### src/rtl/rf_wr_arbiter_if.sv
// Register-file write port bundle: WB request, long-latency
// handshake, hazard query and the registered write port.
interface rf_wr_arbiter_if;
    logic        pipe_wr_i;
    logic [4:0]  pipe_addr_i;
    logic [31:0] pipe_data_i;
    logic        pipe_stall_o;
    logic        ll_valid_i;
    logic [4:0]  ll_addr_i;
    logic [31:0] ll_data_i;
    logic        ll_ready_o;
    logic [4:0]  hz_addr_i;
    logic        hz_hit_o;
    logic        reg_wr_o;
    logic [4:0]  addr_o;
    logic [31:0] data_o;

    modport slave (
        input  pipe_wr_i, pipe_addr_i, pipe_data_i,
        input  ll_valid_i, ll_addr_i, ll_data_i,
        input  hz_addr_i,
        output pipe_stall_o, ll_ready_o, hz_hit_o,
        output reg_wr_o, addr_o, data_o
    );

    modport master (
        output pipe_wr_i, pipe_addr_i, pipe_data_i,
        output ll_valid_i, ll_addr_i, ll_data_i,
        output hz_addr_i,
        input  pipe_stall_o, ll_ready_o, hz_hit_o,
        input  reg_wr_o, addr_o, data_o
    );
endinterface

### src/rtl/rf_wr_arbiter.sv
// Register-file write port arbiter: WB stage vs. buffered
// long-latency results, with starvation-forced drain.
module rf_wr_arbiter #(
    parameter int LL_DEPTH     = 2,
    parameter int STARVE_LIMIT = 4,
    parameter int CNT_W        = 3
) (
    input logic           clk,
    input logic           rst,
    rf_wr_arbiter_if.slave bus
);
    localparam int PTR_W = (LL_DEPTH > 1) ? $clog2(LL_DEPTH) : 1;
    localparam logic [PTR_W:0] FULL_CNT = (PTR_W+1)'(LL_DEPTH);
    localparam logic [CNT_W-1:0] LIMIT = CNT_W'(STARVE_LIMIT);

    typedef enum logic [1:0] {
        G_IDLE, G_PIPE, G_LL, G_FORCE
    } grant_e;

    logic [4:0]       fifo_addr [LL_DEPTH];
    logic [31:0]      fifo_data [LL_DEPTH];
    logic [PTR_W-1:0] rd_ptr, wr_ptr;
    logic [PTR_W:0]   count;
    logic [CNT_W-1:0] starve_cnt;
    logic             reg_wr_q;
    logic [4:0]       addr_q;
    logic [31:0]      data_q;

    grant_e           grant;
    logic             empty, ready, push, pop, pipe_v;
    logic             win_wr;
    logic [4:0]       win_addr;
    logic [31:0]      win_data;
    logic             fifo_hit;
    logic [PTR_W-1:0] off;

    assign empty  = (count == '0);
    assign ready  = (count < FULL_CNT);
    assign push   = bus.ll_valid_i && ready;
    assign pipe_v = bus.pipe_wr_i && (bus.pipe_addr_i != 5'd0);
    assign pop    = (grant == G_FORCE) || (grant == G_LL);

    always_comb begin
        grant = G_IDLE;
        if (!empty && starve_cnt == LIMIT)
            grant = G_FORCE;
        else if (pipe_v)
            grant = G_PIPE;
        else if (!empty)
            grant = G_LL;
    end

    // An x0 head is still popped, it just never writes.
    always_comb begin
        win_wr   = 1'b0;
        win_addr = bus.pipe_addr_i;
        win_data = bus.pipe_data_i;
        unique case (1'b1)
            pop: begin
                win_addr = fifo_addr[rd_ptr];
                win_data = fifo_data[rd_ptr];
                win_wr   = (win_addr != 5'd0);
            end
            (grant == G_PIPE): win_wr = 1'b1;
            default: ;
        endcase
    end

    always_comb begin
        fifo_hit = 1'b0;
        off      = '0;
        for (int j = 0; j < LL_DEPTH; j++) begin
            off = PTR_W'(j) - rd_ptr;
            if ({1'b0, off} < count &&
                fifo_addr[j] == bus.hz_addr_i)
                fifo_hit = 1'b1;
        end
    end

    always_ff @(posedge clk) begin
        if (push) begin
            fifo_addr[wr_ptr] <= bus.ll_addr_i;
            fifo_data[wr_ptr] <= bus.ll_data_i;
        end
    end

    always_ff @(posedge clk or posedge rst) begin
        if (rst) begin
            rd_ptr     <= '0;
            wr_ptr     <= '0;
            count      <= '0;
            starve_cnt <= '0;
        end else begin
            if (push)
                wr_ptr <= wr_ptr + PTR_W'(1);
            if (pop)
                rd_ptr <= rd_ptr + PTR_W'(1);
            count <= count + (PTR_W+1)'(push)
                           - (PTR_W+1)'(pop);
            if (empty || pop)
                starve_cnt <= '0;
            else if (starve_cnt != LIMIT)
                starve_cnt <= starve_cnt + CNT_W'(1);
        end
    end

    always_ff @(posedge clk or posedge rst) begin
        if (rst) begin
            reg_wr_q <= 1'b0;
            addr_q   <= '0;
            data_q   <= '0;
        end else begin
            reg_wr_q <= win_wr;
            if (win_wr) begin
                addr_q <= win_addr;
                data_q <= win_data;
            end
        end
    end

    assign bus.pipe_stall_o = (grant == G_FORCE);
    assign bus.ll_ready_o   = ready;
    assign bus.reg_wr_o     = reg_wr_q;
    assign bus.addr_o       = addr_q;
    assign bus.data_o       = data_q;
    assign bus.hz_hit_o     = (bus.hz_addr_i != 5'd0) &&
        (fifo_hit || (reg_wr_q && addr_q == bus.hz_addr_i));
endmodule

### src/flat_wrapper.sv
// flat-port wrapper written by rule: the top's interface ports become plain ports
module rf_wr_arbiter_flat 
#(
    parameter int LL_DEPTH     = 2,
    parameter int STARVE_LIMIT = 4,
    parameter int CNT_W        = 3
)
  (clk, rst, bus_pipe_wr_i, bus_pipe_addr_i, bus_pipe_data_i, bus_ll_valid_i, bus_ll_addr_i, bus_ll_data_i, bus_hz_addr_i, bus_pipe_stall_o, bus_ll_ready_o, bus_hz_hit_o, bus_reg_wr_o, bus_addr_o, bus_data_o);
  rf_wr_arbiter_if bus_i ();
  input logic clk;
  input logic rst;
  input wire logic [$bits(bus_i.pipe_wr_i)-1:0] bus_pipe_wr_i;
  input wire logic [$bits(bus_i.pipe_addr_i)-1:0] bus_pipe_addr_i;
  input wire logic [$bits(bus_i.pipe_data_i)-1:0] bus_pipe_data_i;
  input wire logic [$bits(bus_i.ll_valid_i)-1:0] bus_ll_valid_i;
  input wire logic [$bits(bus_i.ll_addr_i)-1:0] bus_ll_addr_i;
  input wire logic [$bits(bus_i.ll_data_i)-1:0] bus_ll_data_i;
  input wire logic [$bits(bus_i.hz_addr_i)-1:0] bus_hz_addr_i;
  output wire logic [$bits(bus_i.pipe_stall_o)-1:0] bus_pipe_stall_o;
  output wire logic [$bits(bus_i.ll_ready_o)-1:0] bus_ll_ready_o;
  output wire logic [$bits(bus_i.hz_hit_o)-1:0] bus_hz_hit_o;
  output wire logic [$bits(bus_i.reg_wr_o)-1:0] bus_reg_wr_o;
  output wire logic [$bits(bus_i.addr_o)-1:0] bus_addr_o;
  output wire logic [$bits(bus_i.data_o)-1:0] bus_data_o;
  assign bus_i.pipe_wr_i = bus_pipe_wr_i;
  assign bus_i.pipe_addr_i = bus_pipe_addr_i;
  assign bus_i.pipe_data_i = bus_pipe_data_i;
  assign bus_i.ll_valid_i = bus_ll_valid_i;
  assign bus_i.ll_addr_i = bus_ll_addr_i;
  assign bus_i.ll_data_i = bus_ll_data_i;
  assign bus_i.hz_addr_i = bus_hz_addr_i;
  assign bus_pipe_stall_o = bus_i.pipe_stall_o;
  assign bus_ll_ready_o = bus_i.ll_ready_o;
  assign bus_hz_hit_o = bus_i.hz_hit_o;
  assign bus_reg_wr_o = bus_i.reg_wr_o;
  assign bus_addr_o = bus_i.addr_o;
  assign bus_data_o = bus_i.data_o;
  rf_wr_arbiter #(.LL_DEPTH(LL_DEPTH), .STARVE_LIMIT(STARVE_LIMIT), .CNT_W(CNT_W)) u_core (.clk(clk), .rst(rst), .bus(bus_i));
endmodule
### config.mk
export PLATFORM = sky130hd
export DESIGN_NAME = rf_wr_arbiter_flat
export DESIGN_NICKNAME = d
export VERILOG_FILES = /design/src/rtl/rf_wr_arbiter_if.sv /design/src/rtl/rf_wr_arbiter.sv /design/src/flat_wrapper.sv
export SDC_FILE = /design/constraint.sdc
export NUM_CORES = 1
export LEC_CHECK = 0
export BUFFER_PORTS_ARGS = -buffer_cell sky130_fd_sc_hd__buf_2
export CAP_MARGIN = 20
export CORE_AREA = 2 2 128 130
export DETAILED_ROUTE_END_ITERATION = 6
export DIE_AREA = 0 0 130 132
export GPL_TIMING_DRIVEN = 0
export HOLD_SLACK_MARGIN = 0.12
export SLEW_MARGIN = 10
export SYNTH_ARGS = -nofsm -noshare
export SYNTH_HDL_FRONTEND = slang
export SYNTH_SLANG_ARGS = --single-unit
### constraint.sdc
create_clock -name clk -period 3.2 [get_ports clk]
set_input_delay 0.16 -clock clk [delete_from_list [all_inputs] [get_ports clk]]
set_output_delay 0.16 -clock clk [all_outputs]
set_load 0.02 [all_outputs]
# --- Yosys cells after proc, flatten, opt, wreduce, memory -nomap -nowiden ---
# Memory sizes are Yosys's and may differ from the RTL's.
# Cells that the tools add are included.
totals:
  register_bits: 45
  latch_bits: 0
  ramBits: 74
  rom_bits: 0
  in_bits: 83
  output_inout_bits: 41
  n_memories: 2
mem_list:
  columns: ["memory", "depth", "width", "rd", "rd_ports_with_merged_regs", "wr", "line", "text"]
  rows:
  - ["u_core.fifo_data", 2, 32, 1, 0, 1, "rf_wr_arbiter.sv:21", "logic [31:0] fifo_data [LL_DEPTH];"]
  - ["u_core.fifo_addr", 2, 5, 3, 0, 1, "rf_wr_arbiter.sv:20", "logic [4:0] fifo_addr [LL_DEPTH];"]
classes:
  n_addsub: 7
  mul: 0
  div: 0
  order_cmp: 3
  eq_ne: 8
  shift: 0
  muxes: 12
  n_bitwise: 0
  n_reduce_logical: 16
op_table:
  columns: ["operator", "count"]
  rows:
  - ["$mux W32", 1]
  - ["$eq A5 B5 Y1", 3]
  - ["$reduce_bool A5 Y1", 3]
  - ["$logic_and A1 B1 Y1", 7]
  - ["$mux W2", 3]
  - ["$mux W3", 2]
  - ["$mux W5", 1]
  - ["$eq A2 B2 Y1 const B", 2]
  - ["$lt A1 B2 Y1", 2]
  - ["$mux W1", 4]
  - ["$add A3 B1 Y3 const B", 1]
  - ["$eq A3 B3 Y1 const B", 1]
  - ["$logic_or A1 B1 Y1", 3]
  - ["$ne A3 B3 Y1 const B", 1]
  - ["$add A1 B1 Y1 const B", 2]
  - ["$add A2 B1 Y2", 1]
  - ["$eq A2 B1 Y1 const B", 1]
  - ["$logic_not A2 Y1", 1]
  - ["$lt A2 B2 Y1 const B", 1]
  - ["$pmux W1 S2", 1]
  - ["$reduce_bool A2 Y1", 1]
  - ["$sub A1 B1 Y1 const A", 2]
  - ["$sub A2 B1 Y2", 1]
  - ["$logic_not A1 Y1", 1]

# --- Longest topological paths before layout ---
# Gate-level depths: netlist of run 1.
depth:
  word_depth: 8
  mapped_depth: 9

# --- Worst setup path before layout of run 1 ---
# Ideal clock, no wire load.
synth_timing:
  path_type: "register to register"
  from: "reg u_core.count[1]"
  to: "mem u_core.fifo_addr[0][0] (enable)"
  setup_ns: 0.436
  t_arrival_ns: 2.350
  slack_ns: 0.414
  path_stages_with_launch: 3
  n_path_buf: 0
  cell_sequence: "dfrtp_1 > nor2b_1 > nor2b_1"
synth_via:
  elab_chain_len: 4
synth_rtl:
  columns: ["item", "line", "text"]
  rows:
  - ["start: declaration", "rf_wr_arbiter.sv:23", "logic [PTR_W:0] count;"]
  - ["start signal: assignment", "rf_wr_arbiter.sv:98", "count <= count + (PTR_W+1)'(push)"]
  - ["$lt A2 B2 Y1", "rf_wr_arbiter.sv:38", "assign ready = (count < FULL_CNT);"]
  - ["$logic_and A1 B1 Y1", "rf_wr_arbiter.sv:39", "assign push = bus.ll_valid_i && ready;"]
  - ["named net u_core.push", "rf_wr_arbiter.sv:30", "logic empty, ready, push, pop, pipe_v;"]
  - ["$mux W1", "rf_wr_arbiter.sv:81", "if (push) begin"]
  - ["$mux W1 (not written as such)", "rf_wr_arbiter.sv:82", "fifo_addr[wr_ptr] <= bus.ll_addr_i;"]
  - ["end: declaration", "rf_wr_arbiter.sv:20", null]
# The timed path passes the listed nets, and every way through them passes these cells.

# --- Final worst setup path of run 1 ---
layout_timing:
  from: "reg u_core.rd_ptr"
  to: "out bus_hz_hit_o"
layout_via:
  elab_chain_len: 7
layout_rtl:
  columns: ["item", "line", "text"]
  rows:
  - ["start: declaration", "rf_wr_arbiter.sv:22", "logic [PTR_W-1:0] rd_ptr, wr_ptr;"]
  - ["start signal: assignment", "rf_wr_arbiter.sv:97", "rd_ptr <= rd_ptr + PTR_W'(1);"]
  - ["$sub A1 B1 Y1", "rf_wr_arbiter.sv:73", "off = PTR_W'(j) - rd_ptr;"]
  - ["$lt A1 B2 Y1", "rf_wr_arbiter.sv:74", "if ({1'b0, off} < count &&"]
  - ["$logic_and A1 B1 Y1", "rf_wr_arbiter.sv:74", null]
  - ["$mux W1", "rf_wr_arbiter.sv:74", null]
  - ["$mux W1 *", "rf_wr_arbiter.sv:74", null]
  - ["$logic_or A1 B1 Y1 *", "rf_wr_arbiter.sv:127", "(fifo_hit || (reg_wr_q && addr_q == bus.hz_addr_i));"]
  - ["$logic_and A1 B1 Y1 *", "rf_wr_arbiter.sv:126", "assign bus.hz_hit_o = (bus.hz_addr_i != 5'd0) &&"]
  - ["end: declaration", "flat_wrapper.sv:21", "output wire logic [$bits(bus_i.hz_hit_o)-1:0] bus_hz_hit_o;"]
# Every way passes the cells marked *; elsewhere a longest branch is shown, timed or not.

==> flow_summary.json, run 1 <==
{
  "numCtsBuffers": 17,
  "cts_buffer_depth": 2,
  "gp_congestion": 0.809,
  "cp-end-kind": "output pin",
  "path_max_fanout": 10,
  "dr.pass1.iters": 4,
  "synth_edf_count": 74,
  "antenna_found_initial": 0,
  "fp.dieW_um": 130,
  "cp_slowest_stage_delay_ns": 0.48,
  "synth_most_common_cell": "edfxtp_1",
  "grt_max_degree": 28,
  "area_growth_pct": 40.8,
  "io_pins": 124,
  "slew_viol_final": 0,
  "hpwl_um": 10700,
  "drtIter0Drc": 360,
  "wl_met3_um": 935,
  "layout_min_cycle_time_ns": 2.46,
  "powerDensity_nw_per_um2": 864,
  "rsz0062_at_grt": "false",
  "htree_num_levels": 4,
  "ys_warn_count": 0,
  "drt_wl_total_um": 15800,
  "viasPerCell": 5.13,
  "synth-seq-area-share": 0.613,
  "io_buffers": 123,
  "start_util": 0.348,
  "cts_hold_buf": 73,
  "rows": 46,
  "syn-instance-count": 407,
  "hold_viol_final": 0,
  "critPathLaunchType": "register",
  "netlist.area_leader.share": 0.407,
  "arrival_ns": 2.30,
  "antenna_left": 0,
  "grt_pass1_wl_um": 24600,
  "yosysTopAreaCell": "edfxtp_1",
  "drive_gt1_frac": 0.301,
  "drc": 0,
  "wl_met2_um": 8030,
  "cpMostUsedCell": "buf_2",
  "clock_sinks": 119,
  "syn-num-nets": 493,
  "num-nets-final": 711,
  "path_clk_slew_ns": 0.05,
  "layout_setup_ws_ns": 0.745,
  "ir_drop_v": 0.000498,
  "utilization": 0.489,
  "highest_layer": "met4",
  "syn_area_um2": 5460,
  "cts_root_buffer": "clkbuf_16",
  "grt_pass1_vias": 4577,
  "fp.dieH_um": 132,
  "nFillCells": 1423,
  "clk_latency_ns": 0.42,
  "slew_headroom": 0.614,
  "synth.top_cells.by_area": "edfxtp_1 41%, dfrtp_1 21%, o211ai_1 5.2%",
  "antenna_cells": 0,
  "cts_setup_buffers": 0,
  "hold_class": "input port to register",
  "cp_cell_sequence": "buf_2 > buf_2 > a21oi_1 > nor4_1 > a22oi_1 > a21oi_1 > buf_2",
  "p_leak_nw": 2.90,
  "dieArea_um2": 17200,
  "synthTopCellsByCount": "74 x edfxtp_1, 45 x dfrtp_1, 39 x a21oi_1, 39 x nor2b_1",
  "synth-seq-cells": 119,
  "max_freq_mhz": 407,
  "worstSetupPathType": "register to output pin",
  "status": "finished clean",
  "skew_ns": 0.0128,
  "hold_ws_ns": 0.146,
  "cts_tree": "built",
  "worst_slew_pin_slew_ns": 0.579,
  "core_region_area_um2": 15700,
  "avgRoutedWirePerCell_um": 18.5,
  "synth_cell_types": 37,
  "cap_violations": 0,
  "synth_flop_cell": "edfxtp_1",
  "cp_data_required_time_ns": 3.04,
  "place_ws_ns": 0.914,
  "setup_viol": 0,
  "grt_remaining_overflow": 0,
  "cts_resized": 0,
  "drt-met1-wl_um": 6610,
  "finalCritPeriodShare": 0.767,
  "grt_usage": 0.193,
  "async_flop_share": 0.378,
  "avgSynthCellArea_um2": 13.4,
  "vias": 4385,
  "crit_slowest_cell": "dfrtp_1"
}
sequential cells by signal, indices dropped and copies added, names as in the netlist:
name                 count
u_core.rd_ptr            1
u_core.fifo_addr        10
u_core.starve_cnt        3
u_core.bus.data_o       32
u_core.count             2
u_core.fifo_data        64
u_core.bus.addr_o        5
u_core.wr_ptr            1
u_core.bus.reg_wr_o      1
final timing paths:
path	startpoint	endpoint	slack (ns)	cells after the start
max	u_core.rd_ptr$_DFFE_PP0P_	bus_hz_hit_o	0.74	7
max reg2reg	u_core.count[0]$_DFF_PP0_	u_core.count[1]$_DFF_PP0_	0.93	8
min in group asynchronous	rst	u_core.bus.data_o[16]$_DFFE_PP0P_	0.29	3
max in group asynchronous	rst	u_core.bus.addr_o[3]$_DFFE_PP0P_	2.38	4
min	bus_pipe_addr_i[3]	u_core.bus.addr_o[3]$_DFFE_PP0P_	0.15	3
min reg2reg	u_core.starve_cnt[0]$_DFFE_PP0P_	u_core.starve_cnt[0]$_DFFE_PP0P_	0.49	1
metrics by stage:
stage               total power, W  instance area, um^2  TNS, ns  cells
finish                     0.00664                 7690        0    854
global placement           0.00480                 6350   -26.47    746
global route               0.00701                 7690        0    854
floorplan                  0.00399                 5460        0    407
detailed placement         0.00490                 6430        0    749
CTS                        0.00669                 7690        0    854
cells in the final DEF, fill, tap and decap left out, types with 2 or more instances in the layout:
cell / n
buf_2: 140
edfxtp_1: 74
dlygate4sd3_1: 73
dfrtp_1: 45
a21oi_1: 39
o31ai_1: 38
o211ai_1: 38
nor2b_1: 38
a2111oi_0: 30
clkbuf_1: 20
clkbuf_16: 17
xor2_1: 15
a2111oi_4: 8
clkinv_2: 8
buf_4: 5
inv_1: 5
nor2_1: 4
xnor2_1: 4
nor3_1: 3
ha_1: 3
or4_1: 2
nand2_1: 2
nor4_1: 2
buf_16: 2
logic make-up after synthesis:
kind of cell               after synthesis  synth area share
AOI/OAI and AO/OA                      159             0.239
muxes                                    1           0.00183
buffers and inverters                   47            0.0431
adders and majority gates                3           0.00687
xor gates and xnor gates                19            0.0305
DFF                                    119             0.613
and+or+nand+nor                         59            0.0660
routing by layer:
metal,up-vias,track usage
li1,2051,-
met1,2167,0.238
met2,145,0.326
met3,22,0.0556
met4,0,0.0568
met5,-,0
worst max-delay path: cells and delay by family, from the launching register on:
| family | cells | cell delay, ns |
|---|---|---|
| compound gates | 3 | 0.42 |
| simple gates | 1 | 0.24 |
| flops | 1 | 0.48 |
| buf+inv | 3 | 0.75 |
cell type report:
cell class	instances	area, um^2	area share
Buffer	41	213	0.0277
Clock buffer	21	440	0.0573
Multi-Input combinational cell	241	1890	0.245
Sequential cell	119	3350	0.435
Tap cell	216	270	0.0352
Timing Repair Buffer	199	1420	0.185
Inverter	6	22.5	0.00293
Clock inverter	11	86.3	0.0112
report_power, final:
group	switching, W	total (W)	internal, W
sequential	0.000281	0.00243	0.00215
clock	0.000657	0.00171	0.00105
combinational	0.00159	0.00250	0.000904
total	0.00253	0.00664	0.00411
Power figures use the tool's default switching activity.
==> run 2, diff against run 1 <==
==> constraint.sdc (replaced) <==
create_clock -name clk -period 2.2 [get_ports clk]
set_input_delay 0.11 -clock clk [delete_from_list [all_inputs] [get_ports clk]]
set_output_delay 0.11 -clock clk [all_outputs]
set_load 0.02 [all_outputs]
==> run 2 against run 1 <==
Effect of this change:
- wire length increased by 2.8%
- sequential cell count stayed put
- register-to-register slack got worse by 0.83 ns
- largest cell class unchanged
==> flow_summary.json, run 2 (synthesis results as in run 1) <==
{
  "status": "finished clean",
  "numCtsBuffers": 17,
  "grt_pass1_wl_um": 25500,
  "vias": 4460,
  "avgRoutedWirePerCell_um": 19.0,
  "grt_pass1_vias": 4576,
  "cts_buffer_depth": 2,
  "skew_ns": 0.00857,
  "path_clk_slew_ns": 0.06,
  "hpwl_um": 10700,
  "antenna_cells": 0,
  "tns_ns": 0,
  "clk_latency_ns": 0.42,
  "power_w": 0.00998,
  "max_freq_mhz": 477,
  "grt_remaining_overflow": 0,
  "multi_input_area_um2": 1920,
  "num-nets-final": 711,
  "cap_violations": 0,
  "top_register": "u_core.fifo_data",
  "path_max_fanout": 10,
  "grt_max_degree": 26,
  "seqCellArea_um2": 3350,
  "slew_viol_final": 0,
  "io_buffers": 123,
  "fp.dieH_um": 132,
  "viasPerCell": 5.22,
  "worst_slew_pin_slew_ns": 0.690,
  "fp.dieW_um": 130,
  "p_leak_nw": 2.94,
  "grt_usage": 0.198,
  "worstSetupPathType": "register to register",
  "ir_drop_v": 0.000699,
  "slew_headroom": 0.539,
  "setup_viol": 0,
  "layout_common_cells": "132 x buf_2, 75 x dlygate4sd3_1, 74 x edfxtp_1, 44 x dfrtp_1, 39 x a21oi_1",
  "gp_congestion": 0.781,
  "drc": 0,
  "area_growth_pct": 43.0,
  "layout_min_cycle_time_ns": 2.10,
  "start_util": 0.348,
  "arrival_ns": 2.40,
  "cts_tree": "built",
  "htree_num_levels": 4,
  "hold_viol_final": 0,
  "drive_gt1_frac": 0.309,
  "io_pins": 124,
  "rows": 46,
  "antenna_found_initial": 1,
  "finalCritPeriodShare": 0.953,
  "stdcell_count": 854,
  "core_region_area_um2": 15700,
  "layout_commonest_cell": "buf_2",
  "cp_data_required_time_ns": 2.50,
  "powerDensity_nw_per_um2": 1280,
  "largest_reg_flops": 64,
  "utilization": 0.497,
  "drtIter0Drc": 317,
  "dr.pass1.iters": 5,
  "dp.cells": 749,
  "clock_sinks": 119,
  "cp-end-kind": "register",
  "antenna_left": 0,
  "hold_class": "input port to register",
  "nFillCells": 1395,
  "critPathLaunchType": "register",
  "dieArea_um2": 17200,
  "drt_wl_total_um": 16200,
  "hold_ws_ns": 0.156,
  "cts_root_buffer": "clkbuf_16"
}
==> run 2: per-stage QoR <==
stage | cell area [um^2] | worst slack [ns]
after CTS | 7750 | 0.0402
after detailed placement | 6430 | -0.0312
final | 7810 | 0.103
after global routing | 7810 | -0.0216
after global placement | 6350 | -0.639
after floorplan | 5460 | 0.104
==> run 2: where the power goes <==
part           internal [W]  switching (W)  total [W]
clock network       0.00174       0.000976    0.00272
registers           0.00313       0.000426    0.00356
logic               0.00135        0.00236    0.00371
total               0.00622        0.00376    0.00998
==> run 2: path summary, 6_finish.rpt <==
path | startpoint | slack, ns | depth (start not counted) | end
worst max-delay path | u_core.fifo_addr[0][2]$_DFFE_PP_ | 0.10 | 6 | u_core.bus.data_o[27]$_DFFE_PP0P_
worst min-delay path | bus_ll_valid_i | 0.16 | 3 | u_core.wr_ptr$_DFFE_PP0P_
worst max register to register | u_core.fifo_addr[0][2]$_DFFE_PP_ | 0.10 | 6 | u_core.bus.data_o[27]$_DFFE_PP0P_
worst min register to register | u_core.starve_cnt[0]$_DFFE_PP0P_ | 0.48 | 1 | u_core.starve_cnt[0]$_DFFE_PP0P_
max in group asynchronous | rst | 1.40 | 4 | u_core.bus.addr_o[1]$_DFFE_PP0P_
min in group asynchronous | rst | 0.27 | 3 | u_core.bus.data_o[16]$_DFFE_PP0P_
==> run 2: final cells by class <==
type,count,area share
plain buffers,39,0.0287
clock buffers,22,0.0607
clock inverters,10,0.0133
inverters,6,0.00288
multi-input cells,241,0.246
flip-flops and latches,119,0.429
well taps,216,0.0346
repair buffers,201,0.185
==> run 2: what timing repair did <==
item                                    4_1_cts  5_1_grt
hold buffers                                 75        0
hold endpoints to repair                    131        0
buffers inserted                              0        0
endpoints found under the setup margin        3       34
gates cloned                                  0        0
resized for setup                             2       17
==> run 2: worst max-delay path, stage by stage (launching register included) <==
cell,delay [ns]
edfxtp_1,0.44
or4_1,0.56
nor3_2,0.19
clkbuf_4,0.25
buf_2,0.25
o211ai_1,0.15
o31ai_1,0.14
==> run 2: routing by layer <==
layer  GRT usage  vias to the layer above  routed length (um)
met3      0.0613                       32                1180
met4      0.0663                        2                 301
met1       0.255                     2193                6840
met2       0.317                      182                7920
met5           0                        -                  11
li1            -                     2051                   -
==> run 3, diff against run 2 <==
==> constraint.sdc (replaced) <==
create_clock -name clk -period 1.9 [get_ports clk]
set_input_delay 0.095 -clock clk [delete_from_list [all_inputs] [get_ports clk]]
set_output_delay 0.095 -clock clk [all_outputs]
set_load 0.02 [all_outputs]
==> run 3 against run 2 <==
Effect of this change:
- the flow now finishes with violations (setup timing)
- count of clock-buffer cells in the layout up 5
- wire length up 6.8%
- combinational power up 47%
- total power up 25%
- largest cell class unchanged
==> flow_summary.json, run 3 (synthesis results as in run 1) <==
{
  "dr.pass1.iters": 5,
  "fp.dieW_um": 130,
  "swShare": 0.380,
  "critPathLaunchType": "register",
  "antenna_found_initial": 0,
  "rsz0062_at_grt": "true",
  "drt_wl_total_um": 17300,
  "path_max_fanout": 6,
  "cp_cell_sequence": "or4b_4 > o31ai_4 > o21a_1 > buf_6 > clkbuf_16 > o31ai_1",
  "hold_viol_final": 0,
  "cts_tree": "built",
  "clock_sinks": 119,
  "stdcell_count": 880,
  "drive_gt1_frac": 0.386,
  "finalCritPeriodShare": 1.06,
  "status": "complete, but fails checks",
  "cts_buffer_depth": 2,
  "setup_viol": 33,
  "cp_data_required_time_ns": 2.19,
  "tns_ns": -2.50,
  "max_freq_mhz": 498,
  "arrival_ns": 2.30,
  "viasPerCell": 5.20,
  "layout_setup_ws_ns": -0.106,
  "powerDensity_nw_per_um2": 1490,
  "num-nets-final": 738,
  "cp-end-kind": "register",
  "area_growth_pct": 53.9,
  "dieArea_um2": 17200,
  "grt_remaining_overflow": 0,
  "numCtsBuffers": 17,
  "crit_slowest_cell": "or4b_4",
  "cp_slowest_stage_delay_ns": 0.57,
  "worst_slew_pin_slew_ns": 0.758,
  "slew_viol_final": 0,
  "htree_num_levels": 4,
  "worstSetupPathType": "register to register",
  "dp.cells": 747,
  "avgRoutedWirePerCell_um": 19.7,
  "layout_min_cycle_time_ns": 2.01,
  "violations": "setup timing",
  "grt_max_degree": 38,
  "grt_usage": 0.198,
  "hpwl_um": 10600,
  "drc": 0,
  "cp.buffers_inverters": 2,
  "p_sw_w": 0.00476,
  "io_pins": 124,
  "skew_ns": 0.00617,
  "ir_drop_v": 0.000717,
  "top_register": "u_core.fifo_data",
  "clkPwrFrac": 0.232,
  "layout_common_cells": "127 x buf_2, 75 x dlygate4sd3_1, 74 x edfxtp_1, 42 x dfrtp_1, 39 x a21oi_1",
  "antenna_cells": 0,
  "rows": 46,
  "core_region_area_um2": 15700,
  "largest_reg_flops": 64,
  "cap_violations": 0,
  "path_clk_slew_ns": 0.05,
  "pwr-share-comb": 0.434,
  "gp_congestion": 0.779,
  "slew_headroom": 0.494,
  "layout_commonest_cell": "buf_2",
  "hold_class": "input port to register",
  "cp_top_family": "simple AND/OR/NAND/NOR gates",
  "nFillCells": 1365,
  "grt_pass1_wl_um": 25400,
  "grt_pass1_vias": 4781,
  "fp.dieH_um": 132,
  "start_util": 0.348,
  "cts_root_buffer": "clkbuf_16",
  "p_seq_frac": 0.333,
  "p_leak_nw": 3.18,
  "antenna_left": 0,
  "clk_latency_ns": 0.42,
  "intPower_w": 0.00776,
  "drtIter0Drc": 232,
  "io_buffers": 123,
  "vias": 4574
}
[run 3: changes by cell type in the layout (fill, tap and decap cells not counted), moves of 5 or more]
cell,delta
a2111oi_0,-10
a2111oi_1,+6
buf_2,-5
buf_4,+17
buf_6,+8
buf_8,+5
clkbuf_2,+5
o31ai_1,-17
o31ai_2,+5
o31ai_4,+12
[run 3: layer usage]
| layer | routed length (um) | GRT usage |
|---|---|---|
| met5 | 0 | 0 |
| met4 | 439 | 0.0723 |
| met3 | 1040 | 0.0621 |
| met2 | 8760 | 0.325 |
| met1 | 7100 | 0.244 |
[run 3: power groups by stage]
| stage | Sequential (W) | Combinational (W) | Clock, W |
|---|---|---|---|
| 3_3_place_gp | 0.00414 | 0.00393 | 0 |
| 5_1_grt | 0.00425 | 0.00580 | 0.00306 |
| 4_1_cts | 0.00414 | 0.00442 | 0.00295 |
| 2_1_floorplan | 0.00454 | 0.00217 | 0 |
| 3_5_place_dp | 0.00417 | 0.00403 | 0 |
| 6_report | 0.00418 | 0.00544 | 0.00291 |
[run 3: cell type report]
cell class	count	area [um^2]	share of cell area
plain buffers	39	325	0.0387
clock buffers	27	523	0.0622
clock inverters	4	18.8	0.00223
inverters	6	22.5	0.00268
multi-input cells	243	2220	0.264
flip-flops and latches	119	3350	0.399
well taps	216	270	0.0322
repair buffers	226	1680	0.199
[run 3: worst min-delay path, stage by stage]
cell and delay, ns:
buf_2 0.13, o311ai_2 0.11, buf_6 0.16, nor3_1 0.05
[run 3: repair_timing]
action,4_1_cts,5_1_grt
cloned,1,6
resized for setup,37,79
endpoints found under the hold margin,156,0
pin swaps,1,21
setup buffers,4,18
hold buffers,75,0
setup endpoints to repair,116,71
[run 3: final timing paths]
| kind | start | to | slack, ns | cells past startpoint |
|---|---|---|---|---|
| worst min-delay path | bus_pipe_wr_i | u_core.starve_cnt[0]$_DFFE_PP0P_ | 0.17 | 4 |
| min in group asynchronous | rst | u_core.bus.data_o[20]$_DFFE_PP0P_ | 0.23 | 3 |
| worst max-delay path | u_core.fifo_addr[1][2]$_DFFE_PP_ | u_core.bus.data_o[22]$_DFFE_PP0P_ | -0.11 | 6 |
| max in group asynchronous | rst | u_core.count[1]$_DFF_PP0_ | 1.14 | 4 |
| worst min register to register | u_core.starve_cnt[0]$_DFFE_PP0P_ | u_core.starve_cnt[0]$_DFFE_PP0P_ | 0.47 | 1 |
| worst max register to register | u_core.fifo_addr[1][2]$_DFFE_PP_ | u_core.bus.data_o[22]$_DFFE_PP0P_ | -0.11 | 6 |
[run 3: per-stage QoR]
step                cell area, um^2  setup slack, ns  hold WS (ns)   util  power (W)
floorplan                      5470           0.0851         0.194      -    0.00671
global placement               6360           -0.326         0.284  0.405    0.00807
detailed placement             6380           -0.332         0.125  0.406    0.00820
CTS                            7840           -0.154         0.157  0.499     0.0115
global route                   8400           -0.167         0.186  0.535     0.0131
finish                         8400           -0.106         0.168  0.535     0.0125
